===== src/rtl/axil_multi_adder_pkg.sv =====
// Shared constants and types for the AXI4-Lite multi-operand adder.
// Register offsets are word indices; byte address = index * (DATA_WIDTH/8).
package axil_multi_adder_pkg;

  localparam int unsigned RegCtrl   = 0;
  localparam int unsigned RegStatus = 1;
  localparam int unsigned RegResult = 2;
  localparam int unsigned RegRsvd   = 3;
  localparam int unsigned RegOpBase = 4;

  localparam logic [1:0] RespOkay   = 2'b00;
  localparam logic [1:0] RespSlverr = 2'b10;

  localparam int unsigned CtrlStart  = 0;
  localparam int unsigned CtrlMode   = 1;
  localparam int unsigned CtrlSigned = 2;

  localparam int unsigned StatBusy = 0;
  localparam int unsigned StatDone = 1;
  localparam int unsigned StatOvf  = 2;

  typedef enum logic [1:0] {
    StIdle,
    StLoad,
    StAcc
  } state_e;

endpackage


===== src/rtl/axil_multi_adder_core.sv =====
// Sequential accumulate engine: loads OP[0], then adds or subtracts one operand
// per cycle, tracking sticky unsigned carry/borrow or signed overflow.
module axil_multi_adder_core
  import axil_multi_adder_pkg::*;
#(
  parameter int unsigned DataWidth   = 32,
  parameter int unsigned NumOperands = 4
) (
  input  logic                             clk_i,
  input  logic                             rst_i,
  input  logic                             start_i,
  input  logic                             sub_i,
  input  logic                             signed_i,
  input  logic [NumOperands*DataWidth-1:0] operands_i,
  output logic                             busy_o,
  output logic                             done_o,
  output logic                             ovf_o,
  output logic [DataWidth-1:0]             result_o
);

  localparam int unsigned IdxW = $clog2(NumOperands);
  localparam logic [IdxW-1:0] LastIdx = IdxW'(NumOperands - 1);

  state_e               state_q, state_d;
  logic [IdxW-1:0]      idx_q, idx_d;
  logic [DataWidth-1:0] acc_q, acc_d;
  logic [DataWidth-1:0] result_q, result_d;
  logic                 ovf_q, ovf_d;
  logic                 done_q, done_d;

  logic [DataWidth-1:0] ops [NumOperands];
  logic [DataWidth-1:0] op_sel;
  logic [DataWidth:0]   step;
  logic                 step_ovf;
  logic                 a_msb, b_msb, r_msb;
  logic                 last_step;

  always_comb begin
    for (int unsigned i = 0; i < NumOperands; i++) begin
      ops[i] = operands_i[i*DataWidth +: DataWidth];
    end
  end

  assign op_sel    = ops[idx_q];
  assign last_step = (idx_q == LastIdx);

  // The extra top bit of step is the carry on add and the borrow on subtract.
  always_comb begin
    if (sub_i) begin
      step = {1'b0, acc_q} - {1'b0, op_sel};
    end else begin
      step = {1'b0, acc_q} + {1'b0, op_sel};
    end
    a_msb = acc_q[DataWidth-1];
    b_msb = op_sel[DataWidth-1];
    r_msb = step[DataWidth-1];
    if (signed_i) begin
      step_ovf = sub_i ? ((a_msb != b_msb) && (r_msb != a_msb))
                       : ((a_msb == b_msb) && (r_msb != a_msb));
    end else begin
      step_ovf = step[DataWidth];
    end
  end

  always_ff @(posedge clk_i) begin
    if (rst_i) begin
      state_q  <= StIdle;
      idx_q    <= '0;
      acc_q    <= '0;
      result_q <= '0;
      ovf_q    <= 1'b0;
      done_q   <= 1'b0;
    end else begin
      state_q  <= state_d;
      idx_q    <= idx_d;
      acc_q    <= acc_d;
      result_q <= result_d;
      ovf_q    <= ovf_d;
      done_q   <= done_d;
    end
  end

  always_comb begin
    state_d = state_q;
    unique case (state_q)
      StIdle:  if (start_i) state_d = StLoad;
      StLoad:  state_d = StAcc;
      StAcc:   if (last_step) state_d = StIdle;
      default: state_d = StIdle;
    endcase
  end

  always_comb begin
    idx_d    = idx_q;
    acc_d    = acc_q;
    result_d = result_q;
    ovf_d    = ovf_q;
    done_d   = done_q;
    unique case (state_q)
      StLoad: begin
        acc_d  = ops[0];
        idx_d  = IdxW'(1);
        ovf_d  = 1'b0;
        done_d = 1'b0;
      end
      StAcc: begin
        acc_d = step[DataWidth-1:0];
        ovf_d = ovf_q | step_ovf;
        idx_d = idx_q + IdxW'(1);
        if (last_step) begin
          result_d = step[DataWidth-1:0];
          done_d   = 1'b1;
        end
      end
      default: ;
    endcase
  end

  always_comb begin
    busy_o   = (state_q != StIdle);
    done_o   = done_q;
    ovf_o    = ovf_q;
    result_o = result_q;
  end

endmodule


===== src/rtl/axil_multi_adder.sv =====
// AXI4-Lite slave exposing CTRL/STATUS/RESULT and NUM_OPERANDS operand registers
// in front of the sequential accumulate core.
module axil_multi_adder
  import axil_multi_adder_pkg::*;
#(
  parameter int unsigned DATA_WIDTH   = 32,
  parameter int unsigned ADDR_WIDTH   = 8,
  parameter int unsigned NUM_OPERANDS = 4
) (
  input  logic                    s1_axi_aclk,
  input  logic                    s1_axi_areset,
  input  logic [ADDR_WIDTH-1:0]   s1_axi_awaddr,
  input  logic                    s1_axi_awvalid,
  output logic                    s1_axi_awready,
  input  logic [DATA_WIDTH-1:0]   s1_axi_wdata,
  input  logic [DATA_WIDTH/8-1:0] s1_axi_wstrb,
  input  logic                    s1_axi_wvalid,
  output logic                    s1_axi_wready,
  output logic [1:0]              s1_axi_bresp,
  output logic                    s1_axi_bvalid,
  input  logic                    s1_axi_bready,
  input  logic [ADDR_WIDTH-1:0]   s1_axi_araddr,
  input  logic                    s1_axi_arvalid,
  output logic                    s1_axi_arready,
  output logic [DATA_WIDTH-1:0]   s1_axi_rdata,
  output logic [1:0]              s1_axi_rresp,
  output logic                    s1_axi_rvalid,
  input  logic                    s1_axi_rready
);

  localparam int unsigned StrbW = DATA_WIDTH / 8;
  localparam int unsigned Lsb   = $clog2(StrbW);

  logic                  awready_q, awready_d;
  logic                  bvalid_q, bvalid_d;
  logic [1:0]            bresp_q, bresp_d;
  logic                  arready_q, arready_d;
  logic                  rvalid_q, rvalid_d;
  logic [DATA_WIDTH-1:0] rdata_q, rdata_d;
  logic [1:0]            rresp_q, rresp_d;
  logic                  mode_q, mode_d;
  logic                  signed_q, signed_d;
  logic [DATA_WIDTH-1:0] op_q [NUM_OPERANDS];
  logic [DATA_WIDTH-1:0] op_d [NUM_OPERANDS];

  logic                               wr_en, rd_en, start;
  logic                               wr_aligned, rd_aligned;
  logic [31:0]                        wr_word, rd_word;
  logic                               wr_is_ctrl, wr_is_op, wr_is_rsvd;
  logic [DATA_WIDTH-1:0]              rd_data;
  logic [1:0]                         rd_resp;
  logic [NUM_OPERANDS*DATA_WIDTH-1:0] operands;
  logic                               busy, core_done, core_ovf;
  logic [DATA_WIDTH-1:0]              core_result;

  assign wr_en      = awready_q && s1_axi_awvalid && s1_axi_wvalid;
  assign rd_en      = arready_q && s1_axi_arvalid;
  assign wr_aligned = (s1_axi_awaddr[Lsb-1:0] == '0);
  assign rd_aligned = (s1_axi_araddr[Lsb-1:0] == '0);
  assign wr_word    = 32'(s1_axi_awaddr >> Lsb);
  assign rd_word    = 32'(s1_axi_araddr >> Lsb);
  assign wr_is_ctrl = wr_aligned && (wr_word == RegCtrl);
  assign wr_is_rsvd = wr_aligned && (wr_word == RegRsvd);
  assign wr_is_op   = wr_aligned && (wr_word >= RegOpBase) &&
                      (wr_word < RegOpBase + NUM_OPERANDS);

  always_comb begin
    for (int unsigned i = 0; i < NUM_OPERANDS; i++) begin
      operands[i*DATA_WIDTH +: DATA_WIDTH] = op_q[i];
    end
  end

  // Write channel: AW and W are only ever accepted together, one per response.
  always_comb begin
    awready_d = s1_axi_awvalid && s1_axi_wvalid && !bvalid_q && !awready_q;
    bvalid_d  = bvalid_q;
    bresp_d   = bresp_q;
    mode_d    = mode_q;
    signed_d  = signed_q;
    op_d      = op_q;
    start     = 1'b0;
    if (bvalid_q && s1_axi_bready) begin
      bvalid_d = 1'b0;
    end
    if (wr_en) begin
      bvalid_d = 1'b1;
      bresp_d  = RespOkay;
      if ((wr_is_ctrl || wr_is_op) && busy) begin
        bresp_d = RespSlverr;
      end else if (wr_is_ctrl) begin
        if (s1_axi_wstrb[0]) begin
          mode_d   = s1_axi_wdata[CtrlMode];
          signed_d = s1_axi_wdata[CtrlSigned];
          start    = s1_axi_wdata[CtrlStart];
        end
      end else if (wr_is_op) begin
        for (int unsigned i = 0; i < NUM_OPERANDS; i++) begin
          if (wr_word == RegOpBase + i) begin
            for (int unsigned b = 0; b < StrbW; b++) begin
              if (s1_axi_wstrb[b]) begin
                op_d[i][8*b +: 8] = s1_axi_wdata[8*b +: 8];
              end
            end
          end
        end
      end else if (!wr_is_rsvd) begin
        bresp_d = RespSlverr;
      end
    end
  end

  always_comb begin
    rd_data = '0;
    rd_resp = RespSlverr;
    if (rd_aligned) begin
      if (rd_word == RegCtrl) begin
        rd_data[CtrlMode]   = mode_q;
        rd_data[CtrlSigned] = signed_q;
        rd_resp             = RespOkay;
      end else if (rd_word == RegStatus) begin
        rd_data[StatBusy] = busy;
        rd_data[StatDone] = core_done;
        rd_data[StatOvf]  = core_ovf;
        rd_resp           = RespOkay;
      end else if (rd_word == RegResult) begin
        rd_data = core_result;
        rd_resp = RespOkay;
      end else if (rd_word == RegRsvd) begin
        rd_resp = RespOkay;
      end else begin
        for (int unsigned i = 0; i < NUM_OPERANDS; i++) begin
          if (rd_word == RegOpBase + i) begin
            rd_data = op_q[i];
            rd_resp = RespOkay;
          end
        end
      end
    end
  end

  // Read data is captured from current register state at the acceptance edge.
  always_comb begin
    arready_d = s1_axi_arvalid && !rvalid_q && !arready_q;
    rvalid_d  = rvalid_q;
    rdata_d   = rdata_q;
    rresp_d   = rresp_q;
    if (rvalid_q && s1_axi_rready) begin
      rvalid_d = 1'b0;
    end
    if (rd_en) begin
      rvalid_d = 1'b1;
      rdata_d  = rd_data;
      rresp_d  = rd_resp;
    end
  end

  always_ff @(posedge s1_axi_aclk) begin
    if (s1_axi_areset) begin
      awready_q <= 1'b0;
      bvalid_q  <= 1'b0;
      bresp_q   <= RespOkay;
      arready_q <= 1'b0;
      rvalid_q  <= 1'b0;
      rdata_q   <= '0;
      rresp_q   <= RespOkay;
      mode_q    <= 1'b0;
      signed_q  <= 1'b0;
      op_q      <= '{default: '0};
    end else begin
      awready_q <= awready_d;
      bvalid_q  <= bvalid_d;
      bresp_q   <= bresp_d;
      arready_q <= arready_d;
      rvalid_q  <= rvalid_d;
      rdata_q   <= rdata_d;
      rresp_q   <= rresp_d;
      mode_q    <= mode_d;
      signed_q  <= signed_d;
      op_q      <= op_d;
    end
  end

  assign s1_axi_awready = awready_q;
  assign s1_axi_wready  = awready_q;
  assign s1_axi_bvalid  = bvalid_q;
  assign s1_axi_bresp   = bresp_q;
  assign s1_axi_arready = arready_q;
  assign s1_axi_rvalid  = rvalid_q;
  assign s1_axi_rdata   = rdata_q;
  assign s1_axi_rresp   = rresp_q;

  axil_multi_adder_core #(
    .DataWidth  (DATA_WIDTH),
    .NumOperands(NUM_OPERANDS)
  ) u_core (
    .clk_i     (s1_axi_aclk),
    .rst_i     (s1_axi_areset),
    .start_i   (start),
    .sub_i     (mode_q),
    .signed_i  (signed_q),
    .operands_i(operands),
    .busy_o    (busy),
    .done_o    (core_done),
    .ovf_o     (core_ovf),
    .result_o  (core_result)
  );

endmodule


===== config.mk =====
export PLATFORM = sky130hd
export DESIGN_NAME = axil_multi_adder
export DESIGN_NICKNAME = d
export VERILOG_FILES = /design/src/rtl/axil_multi_adder_pkg.sv /design/src/rtl/axil_multi_adder_core.sv /design/src/rtl/axil_multi_adder.sv
export SDC_FILE = /design/constraint.sdc
export NUM_CORES = 1
export LEC_CHECK = 0
export ABC_CLOCK_PERIOD_IN_PS = 7340
export CAP_MARGIN = 10
export CORE_AREA = 8 8 261 188
export DETAILED_ROUTE_END_ITERATION = 10
export DIE_AREA = 0 0 269 196
export GPL_ROUTABILITY_DRIVEN = 0
export PLACE_DENSITY = 0.55
export SYNTH_ARGS = -nofsm -noshare
export SYNTH_HDL_FRONTEND = slang
export SYNTH_SLANG_ARGS = --single-unit

===== constraint.sdc =====
create_clock -name s1_axi_aclk -period 7.34 [get_ports s1_axi_aclk]
set_input_delay 0.734 -clock s1_axi_aclk [delete_from_list [all_inputs] [get_ports s1_axi_aclk]]
set_output_delay 0.734 -clock s1_axi_aclk [all_outputs]
set_load 0.02 [all_outputs]

# Word-level counts from Yosys, hierarchy flattened
# Index checks and enable logic that the tools add are counted.
[word_totals] inputBits=59 register_bits=240 wordCells=159 output_inout_bits=41
[op_classes] n_addsub=3 n_lt_le_gt_ge=3 mux=47 eq_ne=20 bitwise=4 n_reduce_logical=51
[ops] cell="$mux 32" count=9
[ops] cell="$reduce_and 6->1" count=16
[ops] cell="$bmux 32 s2" count=1
[ops] cell="$logic_not 32->1" count=2
[ops] cell="$pmux 32 s2" count=1
[ops] cell="$mux 29" count=2
[ops] cell="$eq 6x3->1 const B" count=8
[ops] cell="$add 32x32->33" count=1
[ops] cell="$mux 33" count=1
[ops] cell="$sub 32x32->33" count=1
[ops] cell="$mux 2" count=16
[ops] cell="$eq 6x2->1 const B" count=3
[ops] cell="$logic_and 1x1->1" count=17
[ops] cell="$mux 1" count=12
[ops] cell="$reduce_bool 2->1" count=4
[ops] cell="$eq 6x1->1 const B" count=1
[ops] cell="$ge 6x3->1 const B" count=1
[ops] cell="$logic_not 2->1" count=3
[ops] cell="$lt 6x4->1 const B" count=1
[ops] cell="$pmux 2 s3" count=1
[ops] cell="$reduce_and 2->1" count=3
[ops] cell="$eq 2x2->1 const B" count=2
[ops] cell="$logic_not 1->1" count=4
[ops] cell="$pmux 1 s2" count=2
[ops] cell="14 further kinds" count=16

# Depth between registers and ports, before layout
# Gate-level depths: netlist (run 1).
[depth] depth_word=12 ltp_mapped=23 ltp_nobuf=19

# Modules after synthesis
# A second synthesis (run 1) with hierarchy kept.
[unflattened] hier_cells=1568 hier_area_um2=13533.0
[by_module_without_submodules] mod="axil_multi_adder" cells_each=849 n_inst=1 seq_area_each_um2=3363.2 area_each_um2=7549.7
[by_module_without_submodules] mod="axil_multi_adder_core" cells_each=719 n_inst=1 seq_area_each_um2=1401.3 area_each_um2=5983.2

# Worst setup path before layout (run 1)
# No wires, ideal clock.
[synth_timing] kind="register to register" startpoint="reg u_core.idx_q[1]" endpoint="reg u_core.ovf_q (netlist: u_core.ovf_o)" setup_slack_ns=2.098 synth_period_minus_slack_ns=5.242 setup_ns=0.130 n_path_buf=5 required_ns=7.210 stages_incl_launch_ff=24 arrival_time_ns=5.111 cell_sequence="dfxtp_1 -> buf_2 -> buf_2 -> buf_2 -> buf_2 -> mux4_2 -> inv_1 -> ha_1 -> nor2b_1 -> and3_4 -> and2_4 -> nor2_1 -> xnor2_1 -> ha_1 -> clkbuf_1 -> a21o_1 -> a21o_1 -> a21o_1 -> a2111oi_0 -> o31ai_1 -> mux2_2 -> nor4b_2 -> mux2i_1 -> o311ai_1"
[synth_via] elab_chain_cells=12 elab_cells_between_ends=16 classes_between="add/sub (2); eq/ne (3); mux (7); bitwise (2); reduce/logical (2)"
[synth_rtl] item="start, declared" line_no="axil_multi_adder_core.sv:25" source="logic [IdxW-1:0] idx_q, idx_d;"
[synth_rtl] item="start signal, assigned" line_no="axil_multi_adder_core.sv:75" source="idx_q <= idx_d;"
[synth_rtl] item="$not 2->3 (not written as such) (*)" line_no="axil_multi_adder_core.sv:44" source="assign op_sel = ops[idx_q];"
[synth_rtl] item="$bmux 32 s2 (*)" line_no="axil_multi_adder_core.sv:44"
[synth_rtl] item="$mux 32 (not written as such) (*) (2 in a row)" line_no="axil_multi_adder_core.sv:44"
[synth_rtl] item="$add 32x32->33 / $sub 32x32->33 (equally long branches)" line_no="axil_multi_adder_core.sv:52, axil_multi_adder_core.sv:50"
[synth_rtl] item="$mux 33" line_no="axil_multi_adder_core.sv:49" source="if (sub_i) begin"
[synth_rtl] item="$ne 1x1->1" line_no="axil_multi_adder_core.sv:58, axil_multi_adder_core.sv:59"
[synth_rtl] item="$logic_and 1x1->1 (on tied branches)" line_no="axil_multi_adder_core.sv:59, axil_multi_adder_core.sv:58"
[synth_rtl] item="$mux 1" line_no="axil_multi_adder_core.sv:58" source="step_ovf = sub_i ? ((a_msb != b_msb) && (r_msb != a_msb))"
[synth_rtl] item="$mux 1 (*)" line_no="axil_multi_adder_core.sv:57" source="if (signed_i) begin"
[synth_rtl] item="$or 1x1->1 (*)" line_no="axil_multi_adder_core.sv:108" source="ovf_d = ovf_q | step_ovf;"
[synth_rtl] item="$pmux 1 s2 (*)" line_no="axil_multi_adder_core.sv:99" source="unique case (state_q)"
[synth_rtl] item="end signal, assigned" line_no="axil_multi_adder_core.sv:78" source="ovf_q <= ovf_d;"
[synth_rtl] item="end, declared" line_no="axil_multi_adder_core.sv:28" source="logic ovf_q, ovf_d;"
# Every way passes the cells marked *; elsewhere a longest branch is shown, timed or not. The select of a mux whose other input is x is not followed.
# A chain may end at the register's enable or synchronous reset.

# Final worst setup path (run 1)
[layout_timing] startpoint="reg u_core.idx_q[1]" endpoint="reg u_core.acc_q[31]"
[layout_via] elab_chain_cells=7 elab_cells_between_ends=8 classes_between="add/sub (2); mux (5); bitwise (1)"
[layout_rtl] item="$not 2->3 (not written as such) (*)" line_no="axil_multi_adder_core.sv:44"
[layout_rtl] item="$bmux 32 s2 (*)" line_no="axil_multi_adder_core.sv:44"
[layout_rtl] item="$mux 32 (not written as such) (*) (2 in a row)" line_no="axil_multi_adder_core.sv:44"
[layout_rtl] item="$add 32x32->33 / $sub 32x32->33 (equally long branches)" line_no="axil_multi_adder_core.sv:52, axil_multi_adder_core.sv:50"
[layout_rtl] item="$mux 33 (*)" line_no="axil_multi_adder_core.sv:49"
[layout_rtl] item="$pmux 32 s2 (*)" line_no="axil_multi_adder_core.sv:99"
[layout_rtl] item="end signal, assigned" line_no="axil_multi_adder_core.sv:69" source="acc_q <= '0;"
[layout_rtl] item="end signal, assigned" line_no="axil_multi_adder_core.sv:76" source="acc_q <= acc_d;"
[layout_rtl] item="end, declared" line_no="axil_multi_adder_core.sv:26" source="logic [DataWidth-1:0] acc_q, acc_d;"
# Marked as above.

==> results of run 1 <==
[stage by stage]
stage               area, um^2  utilization  power (mW)
finish                   15900        0.350        2.92
global route             15900        0.350        3.02
CTS                      15900        0.350        2.95
detailed placement       14900        0.328        1.44
global placement         14900        0.328        1.44
floorplan                13300            -        1.37
[cell type report]
class	instances	share of cell area
timing repair buffer	127	0.0749
inverter	26	0.00616
clock inverter	18	0.0141
clock buffer	34	0.0489
sequential	238	0.301
tap	612	0.0483
multi-input combinational	1185	0.507
[kinds of logic (layout without fill, tap and decap cells)]
family / count (synthesis) / count (layout) / share of synthesized area
xor+xnor: 56 / 56 / 0.0374
mux: 198 / 198 / 0.180
simple gates: 523 / 523 / 0.172
buf+inv: 132 / 205 / 0.0396
fa+ha+maj: 38 / 38 / 0.0363
compound gates: 368 / 368 / 0.176
flops: 238 / 238 / 0.358
other cells: 1 / 2 / 0.000282
[path summary, 6_finish.rpt]
check | to | slack, ps
max | u_core.acc_q[31] | 1400
min | s1_axi_rdata[8] | 460
max reg2reg | u_core.acc_q[31] | 1400
min reg2reg | s1_axi_rdata[8] | 460
[report_power, final]
part | leakage [nW] | switching, mW | internal (mW) | total (mW)
combinational | 3.72 | 0.0771 | 0.0419 | 0.119
sequential | 1.92 | 0.00113 | 1.29 | 1.29
clock | 0.495 | 0.585 | 0.925 | 1.51
total | 6.14 | 0.664 | 2.26 | 2.92
[critical path: stages, from the launching register on]
cell and delay [ps]:
dfxtp_2 880, mux4_2 480, or4_4 580, nor3_4 240, nor3b_4 270, and3_4 260, and2_4 200, nor2_1 60
xnor2_1 140, ha_1 390, a21o_1 210, a21o_1 180, a21o_1 180, a2111oi_0 430, o31ai_1 190, mux2_2 310
nor4b_2 430, mux2i_1 130, a211oi_1 250
[cell usage in the layout (no fill, tap or decap), drive strengths merged, types with 11 or more instances in the layout]
| cell type | count |
|---|---|
| nand3 | 20 |
| xnor2 | 47 |
| clkinv | 11 |
| nand2b | 11 |
| buf | 33 |
| nor3 | 19 |
| o21ai | 53 |
| nor2 | 248 |
| nand2 | 157 |
| clkdlybuf4s50 | 94 |
| a22oi | 41 |
| mux2 | 13 |
| ha | 37 |
| a22o | 11 |
| a31oi | 16 |
| mux4 | 32 |
| a21o | 20 |
| dfxtp | 238 |
| clkbuf | 34 |
| and2 | 11 |
| a211oi | 25 |
| inv | 26 |
| o2111ai | 20 |
| mux2i | 153 |
| a21oi | 141 |
[registers in the layout (all words and copies together), names as in the netlist]
signal	count
mode_q	1
op_q	128
s1_axi_arready	1
s1_axi_awready	1
s1_axi_bresp	1
s1_axi_bvalid	1
s1_axi_rdata	32
s1_axi_rresp	1
s1_axi_rvalid	1
signed_q	1
u_core.acc_q	32
u_core.done_o	1
u_core.idx_q	2
u_core.ovf_o	1
u_core.result_o	32
u_core.state_q	2
[metal layers]
layer / share of wire / track usage / up-vias
met4: 0.026 / 0.0488 / 2
li1: - / - / 5659
met1: 0.49 / 0.242 / 5796
met2: 0.41 / 0.239 / 417
met5: 0.00029 / 0 / -
met3: 0.069 / 0.0269 / 78
==> results.md, run 1 <==
- Seq/Total Area, Yosys: 0.358
- Peak supply drop: around 0.17 mV
- Chip width: around 270 um
- Synth Flop Type: dfxtp_1
- Worst Setup SP: u_core.idx_q[1]
- Initial antenna violation count: 1
- Max Fclk: between 150 and 200 MHz
- Worst Hold Depth: 2
- DR DRC count: 0
- PwrDens: around 180 mW/mm^2
- Hold Startpoint: s1_axi_rdata[8]
- Yosys cell types: 70
- Total gr overflow: 0
- First-pass iteration count of the detailed router: 6
- Synth warn: 0
- Post-synth EDFFs: 0
- Final setup viols: 0
- Max cap viols: 0
- WS Path Type: flip-flop to flip-flop
- Starting density of the core: 0.293
- Syn avg cell area: between 8 and 9 um^2
- Core Area: 0.0453 mm^2
- Status: finished clean
- Global-route wire length before repair: about 70,000 um
- Die span in y: slightly below 200 um
- Starting DRT DRC Count: around 960
- Register area: around 0.0048 mm^2
- Setup Skew: approximately 13 ps
- Hold crit path type: flip-flop to flip-flop
- Post_cts resized: 0
- Total CTS buffers: 28
- Port bufs: between 90 and 100
- Async SR Flop Fraction: 0
- Leak: approximately 6.1 nW
- Via-per-instance ratio: 5.34
- Clock sinks: roughly 240
- Layout cells sized above 1: 0.0946
- Count leader, synth: nor2_1
- Overall routing resource usage: 0.163
- Area growth syn-to-layout: 19.2%
- Slew margin rel.: 0.295
- DP Worst Slack: around 1500 ps
- H-tree lvl count: 1
- Worst-path maximum fanout: 25
- Setup_tns: 0 ps
- Row count: between 60 and 70
- Number of buffers on the longest clock path: 3
- Total Wirelength: ~44,000 um
- Area occupied by multi-input gates: 0.00804 mm^2
- Layout Nets: around 1,700
- Clock Tree Root: clkbuf_16
- Post-DP HPWL: 30,500 um
- IO Pins: 100
- Largest net degree at the start of global routing: 95
- Crit share post-route: 0.809
- R2r startpoint: u_core.idx_q[1]
- Die area: approximately 0.053 mm^2
- Antenna diode count: 0
- Fin. Hold Viols: 0
- Reg2reg path depth: 18
- Fillers: 4,657
- RSZ-0062 raised after global routing: false
- Clk slew on worst S/H paths: approximately 60 ps
- Routed len/inst: ~20 um
- CP Capture Type: flip-flop
- Max-slew violation count: 0
- Worst path required time: about 7800 ps
- Data arrival, critical path: approximately 6400 ps
- Mapped cell area: ~0.013 mm^2
- Yosys reg bits: 238
- CTS tree: yes
- Routed vias: about 12,000
- Top cells by count, synth: nor2_1, dfxtp_1, nand2_1
- Area leader, netlist: dfxtp_1
- Top cell type's share of synthesized area: 0.358
- Slew @ Worst Pin: around 1100 ps
- Vias in the first global route: 11,800
- Mapped Cells: 1,554
- Final setup margin: ~1400 ps
- Period minus WS final: just under 6000 ps
- Startpoint class of the critical path: flip-flop
- Number of hold buffers added after cts: 0
- WHS: roughly 460 ps
- Synth area leaders: dfxtp_1, mux2i_1, nor2_1
- Worst skew pair latency: 550 ps
- Final Non-Filler Cells: 2,240
- Antenna Nets Post-Route: 0
- Post-CTS setup buffers: 0
- Cell Count Post-Placement: around 2,200
Power figures use the tool's default switching activity.
==> run 2, diff against run 1 <==
- ABC_CLOCK_PERIOD_IN_PS: 7340 -> 5200
- PLACE_DENSITY: 0.55 -> 0.57
- clock period: 7.34 -> 5.2 ns (I/O delays scaled with it)
==> run 2 against run 1 <==
Clock power up 27%; via count up 2.3%; fmax up 17%; final cell count up 1.4%; setup slack worse by 1300 ps; global-route usage up 0.83 points; flip-flop and latch count unchanged; largest power group unchanged.
==> results.md, run 2 (synthesis gave the netlist of run 1 again) <==
- Status: finished clean
- Slew margin rel.: 0.291
- Post-DP HPWL: between 30,000 and 40,000 um
- Number of buffers on the longest clock path: 3
- Worst skew pair latency: slightly below 600 ps
- IO Pins: 100
- Reg2reg path depth: 18
- Port bufs: between 90 and 100
- Slew @ Worst Pin: about 1100 ps
- Starting density of the core: 0.293
- R2r endpoint: u_core.acc_q[31]
- Vias in the first global route: 11,600
- Fin. Hold Viols: 0
- Clk slew on worst S/H paths: about 60 ps
- Max cap viols: 0
- Slowest-stage cell, CP: or4_4
- Antenna Nets Post-Route: 0
- Starting DRT DRC Count: between 1,000 and 1,500
- Clock Tree Root: clkbuf_16
- Startpoint class of the critical path: flip-flop
- Clock sinks: roughly 240
- Worst path required time: 5640 ps
- Final setup margin: between 100 and 150 ps
- GR met1 Demand/Resource: 0.260
- Data arrival, critical path: between 5000 and 6000 ps
- Die area: around 0.053 mm^2
- Peak supply drop: between 0.2 and 0.3 mV
- Commonest non-fill, non-tap cell in the layout: nor2_1
- CTS tree: yes
- Setup Skew: 51.5 ps
- Core Util, Final: 0.357
- CP endpoint: u_core.acc_q[31]
- WHS: ~450 ps
- Total Wirelength: between 40,000 and 50,000 um
- Number of hold buffers added after cts: 0
- Max reg flops: about 130
- Fillers: 4,599
- Area occupied by multi-input gates: roughly 0.0082 mm^2
- Routed len/inst: 20.7 um
- Leak: 6.31 nW
- Worst Setup SP: u_core.idx_q[0]
- Period minus WS final: around 5000 ps
- Top reg by flops: op_q
- Setup_tns: 0 ps
- PwrDens: about 240 mW/mm^2
- Max Fclk: between 150 and 200 MHz
- RSZ-0062 raised after global routing: true
- Max-slew violation count: 0
- Register area: 0.00477 mm^2
- Final setup viols: 0
- Worst-path maximum fanout: 6
- Worst path most repeated cell: a21o_1
- First-pass iteration count of the detailed router: 5
- Layout Nets: approximately 1,700
- Total gr overflow: 0
- Antenna diode count: 0
- Busiest grt layer: met1
- Die span in y: 196 um
- DR DRC count: 0
- H-tree lvl count: 1
- Chip width: about 270 um
- GRT met3 Usage: 0.0535
- Hold crit path type: flip-flop to flip-flop
- Overall routing resource usage: 0.172
- DP Worst Slack: -81.0 ps
- Total CTS buffers: 28
- Row count: 66
- CP Capture Type: flip-flop
- Crit share post-route: 0.979
- Initial antenna violation count: 1
- WS Path Type: flip-flop to flip-flop
- Layout cells sized above 1: 0.117
- Routed vias: ~12,000
- Core Area: 0.0453 mm^2
- CP Cell Sequence: mux4_2 -> or4_4 -> nor3_4 -> nor3b_4 -> and3_4 -> and2_4 -> nor2_2 -> xnor2_2 -> ha_1 -> a21o_1 -> a21o_1 -> a21o_1 -> a2111oi_4 -> o31ai_4 -> mux2_4 -> nor4b_4 -> mux2i_1 -> a211oi_1
- Commonest cells after routing, fill and taps aside: nor2_1, dfxtp_1, nand2_1
- GRT met2 Usage: 0.235
- Area growth syn-to-layout: 21.7%
- CP max stage delay: approximately 580 ps
- Largest net degree at the start of global routing: between 100 and 150
- Flop2flop setup slack: about 110 ps
- R2r startpoint: u_core.idx_q[0]
- Global-route wire length before repair: around 70,000 um
- Via-per-instance ratio: between 5 and 6
==> run 2: changes by cell type in the layout (fill, tap and decap cells not counted), moves of 3 or more <==
cell	delta
clkbuf_1	+3
clkinv_2	-9
clkbuf_8	+5
buf_4	+39
bufinv_16	-4
==> run 2: layout make-up <==
| type | count | area share |
|---|---|---|
| clock buffer | 41 | 0.0513 |
| clock inverter | 3 | 0.00402 |
| inverter | 26 | 0.00603 |
| multi-input combinational | 1185 | 0.504 |
| sequential | 238 | 0.295 |
| tap | 612 | 0.0473 |
| timing repair buffer | 167 | 0.0925 |
==> run 2: worst min path at each step <==
stage,start,endpoint,slack [ps],cells past startpoint
2_1_floorplan,u_core.result_o[19],u_core.result_o[19],430,2
3_3_place_gp,s1_axi_rvalid,s1_axi_arready,440,1
3_5_place_dp,u_core.result_o[13],u_core.result_o[13],450,2
4_1_cts,u_core.result_o[13],u_core.result_o[13],460,2
5_1_grt,s1_axi_rdata[14],s1_axi_rdata[14],470,2
6_report,s1_axi_rdata[3],s1_axi_rdata[3],450,2
==> run 2: repair_timing <==
action                     in CTS  in global routing
pin swaps                       3                 12
hold endpoints to repair        0                  0
setup buffers                   0                  1
setup endpoints to repair       4                 12
resized for setup               7                 21
==> run 2: where the power goes <==
part	leakage, nW	total (mW)	internal, mW	switching, mW
clock network	0.438	1.92	1.14	0.782
registers	1.92	1.83	1.83	0.00169
logic	3.96	0.169	0.0590	0.110
total	6.31	3.92	3.02	0.894
==> run 2: per-stage QoR <==
| stage | cell area (um^2) | power, mW | std cells |
|---|---|---|---|
| 5_1_grt | 16200 | 4.03 | 2272 |
| 3_5_place_dp | 15100 | 2.03 | 2227 |
| 2_1_floorplan | 13300 | 1.94 | 1555 |
| 6_report | 16200 | 3.92 | 2272 |
| 3_3_place_gp | 15100 | 2.03 | 2227 |
| 4_1_cts | 16100 | 3.95 | 2271 |
==> run 2: routing by layer <==
layer,wire (um),vias to the layer above
met2,18800,527
met5,13,-
met1,22800,5884
met3,4710,63
met4,809,2
li1,-,5748
==> run 2: worst max-delay path, delay by kind of cell (launching register included) <==
family | cells | cell delay [ps]
compound gates | 6 | 1300
simple gates | 7 | 1810
xor+xnor | 1 | 150
flops | 1 | 410
mux | 3 | 980
fa+ha+maj | 1 | 300
==> run 3, diff against run 2 <==
- ABC_CLOCK_PERIOD_IN_PS: 5200 -> 5230
- PLACE_DENSITY: 0.57 -> 0.55
- SLEW_MARGIN: unset -> 20
- clock period: 5.2 -> 5.23 ns (I/O delays scaled with it)
==> run 3 against run 2 <==
Setup slack gained 13 ps; design area up 1.2%; clock skew shrank 36 ps; flip-flop and latch count is the same; via count increased by 0.65%; register-to-register slack barely moved; fmax is 0.33% lower; critical path type unchanged; non-clock buffer count unchanged; critical endpoint is now u_core.result_o[30]; wire length grew 1.2%; largest power group unchanged.
==> results.md, run 3 (synthesis gave the netlist of run 1 again) <==
- Status: finished clean
- Post-DP HPWL: between 30,000 and 40,000 um
- Port bufs: 97
- CP Capture Type: flip-flop
- Die area: roughly 0.053 mm^2
- Slowest-stage cell, CP: or4_4
- Data arrival, critical path: around 5500 ps
- DR DRC count: 0
- Max cap viols: 0
- Number of buffers on the longest clock path: 3
- PwrDens: ~250 mW/mm^2
- Area growth syn-to-layout: 23.1%
- Total Wirelength: 47,700 um
- Max reg flops: around 130
- Die span in y: slightly below 200 um
- Period minus WS final: 5110 ps
- Core Area: 0.0453 mm^2
- Area occupied by multi-input gates: slightly above 0.008 mm^2
- Peak supply drop: ~0.26 mV
- CP Cell Sequence: buf_12 -> mux4_2 -> or4_4 -> nor3_4 -> nor3b_4 -> and3_4 -> and2_4 -> a21oi_1 -> xnor2_1 -> ha_1 -> buf_4 -> and4_1 -> and4_1 -> a221oi_2 -> nand2_1 -> a31oi_4 -> o21ai_1 -> xnor2_1 -> o21ai_0 -> nor2b_1
- Fillers: around 4,600
- H-tree lvl count: 1
- Total CTS buffers: 28
- Clk slew on worst S/H paths: about 60 ps
- Final setup viols: 0
- Global-route wire length before repair: 72,000 um
- Worst skew pair latency: ~560 ps
- Max-slew violation count: 0
- Register area: between 0.004 and 0.005 mm^2
- Fin. Hold Viols: 0
- Crit share post-route: 0.977
- Top reg by flops: op_q
- Vias in the first global route: about 12,000
- Crit path buffers/inverters: 2
- Number of hold buffers added after cts: 0
- Initial antenna violation count: 1
- Layout Nets: approximately 1,700
- Chip width: approximately 270 um
- CTS tree: yes
- Critical path's top delay family: simple AND/OR/NAND/NOR gates
- Slew @ Worst Pin: 1110 ps
- Overall routing resource usage: 0.174
- Total power: 4.11 mW
- Starting DRT DRC Count: about 1,100
- Largest net degree at the start of global routing: 169
- Layout cells sized above 1: 0.127
- Final Cell Area: roughly 0.016 mm^2
- CP max stage delay: around 580 ps
- Row count: 66
- Worst-path maximum fanout: 8
- Routed len/inst: 20.9 um
- Commonest cells after routing, fill and taps aside: nor2_1, dfxtp_1, nand2_1
- Max Fclk: 196 MHz
- DP Worst Slack: ~17 ps
- Setup Skew: between 15 and 20 ps
- Commonest non-fill, non-tap cell in the layout: nor2_1
- Antenna diode count: 0
- Slew margin rel.: 0.258
- IO Pins: 100
- First-pass iteration count of the detailed router: 5
- Total gr overflow: 0
- WS Path Type: flip-flop to flip-flop
- Worst path required time: 5660 ps
- Starting density of the core: 0.293
- Via-per-instance ratio: roughly 5.4
- Startpoint class of the critical path: flip-flop
- Hold crit path type: primary input to flip-flop
- Leak: around 6.4 nW
- Clock sinks: ~240
- Antenna Nets Post-Route: 0
- Final setup margin: 122 ps
- Routed vias: ~12,000
- Post-placement cell area: between 0.015 and 0.02 mm^2
- Clock Tree Root: clkbuf_16
[run 3: cell type report]
class                           instances  area share
Multi-Input combinational cell       1185       0.502
Sequential cell                       238       0.291
Timing Repair Buffer                  167      0.0927
Clock buffer                           38      0.0506
Tap cell                              612      0.0468
Clock inverter                         13      0.0112
Inverter                               26     0.00596
[run 3: where the power goes]
| group | leakage, nW | switching [mW] | internal, mW | total, mW |
|---|---|---|---|---|
| logic | 3.98 | 0.110 | 0.0596 | 0.170 |
| clock network | 0.491 | 0.823 | 1.30 | 2.13 |
| registers | 1.92 | 0.00168 | 1.81 | 1.82 |
| total | 6.39 | 0.935 | 3.18 | 4.11 |
[run 3: metrics by stage]
stage,hold slack (ps),utilization,std cells,setup TNS (ps)
2_1_floorplan,434,-,1555,0
3_3_place_gp,443,0.335,2227,0
3_5_place_dp,443,0.335,2227,0
4_1_cts,407,0.357,2278,0
5_1_grt,447,0.361,2279,-95.5
6_report,405,0.361,2279,0
[run 3: layer usage]
metal  part of all wire  vias to the layer above  global-route usage
li1                   -                     5755                   -
met1               0.48                     5922               0.261
met2               0.40                      549               0.243
met3              0.099                       75              0.0425
met4              0.019                        2              0.0412
met5            0.00023                        -                   0
[run 3: final timing paths]
| kind | startpoint | endpoint | cells after the start | slack (ps) |
|---|---|---|---|---|
| setup / recovery | u_core.idx_q[0] | u_core.result_o[30] | 20 | 120 |
| hold / removal | s1_axi_areset | u_core.acc_q[2] | 2 | 410 |
| setup reg to reg | u_core.idx_q[0] | u_core.result_o[30] | 20 | 120 |
| hold reg to reg | s1_axi_rdata[1] | s1_axi_rdata[1] | 2 | 450 |
[run 3: timing repair]
action / 4_1_cts / 5_1_grt
endpoints found under the hold margin: 0 / 0
cloned: 0 / 0
pin swaps: 0 / 11
gates resized for setup: 1 / 34
setup endpoints to repair: 1 / 19
setup buffers: 0 / 1
[run 3: worst register-to-register path, stage by stage, from the launching register on]
cell,delay (ps)
dfxtp_2,360
buf_12,130
mux4_2,500
or4_4,580
nor3_4,140
nor3b_4,300
and3_4,260
and2_4,170
a21oi_1,80
xnor2_1,240
ha_1,290
buf_4,170
and4_1,220
and4_1,250
a221oi_2,280
nand2_1,130
a31oi_4,220
o21ai_1,120
xnor2_1,270
o21ai_0,110
nor2b_1,150
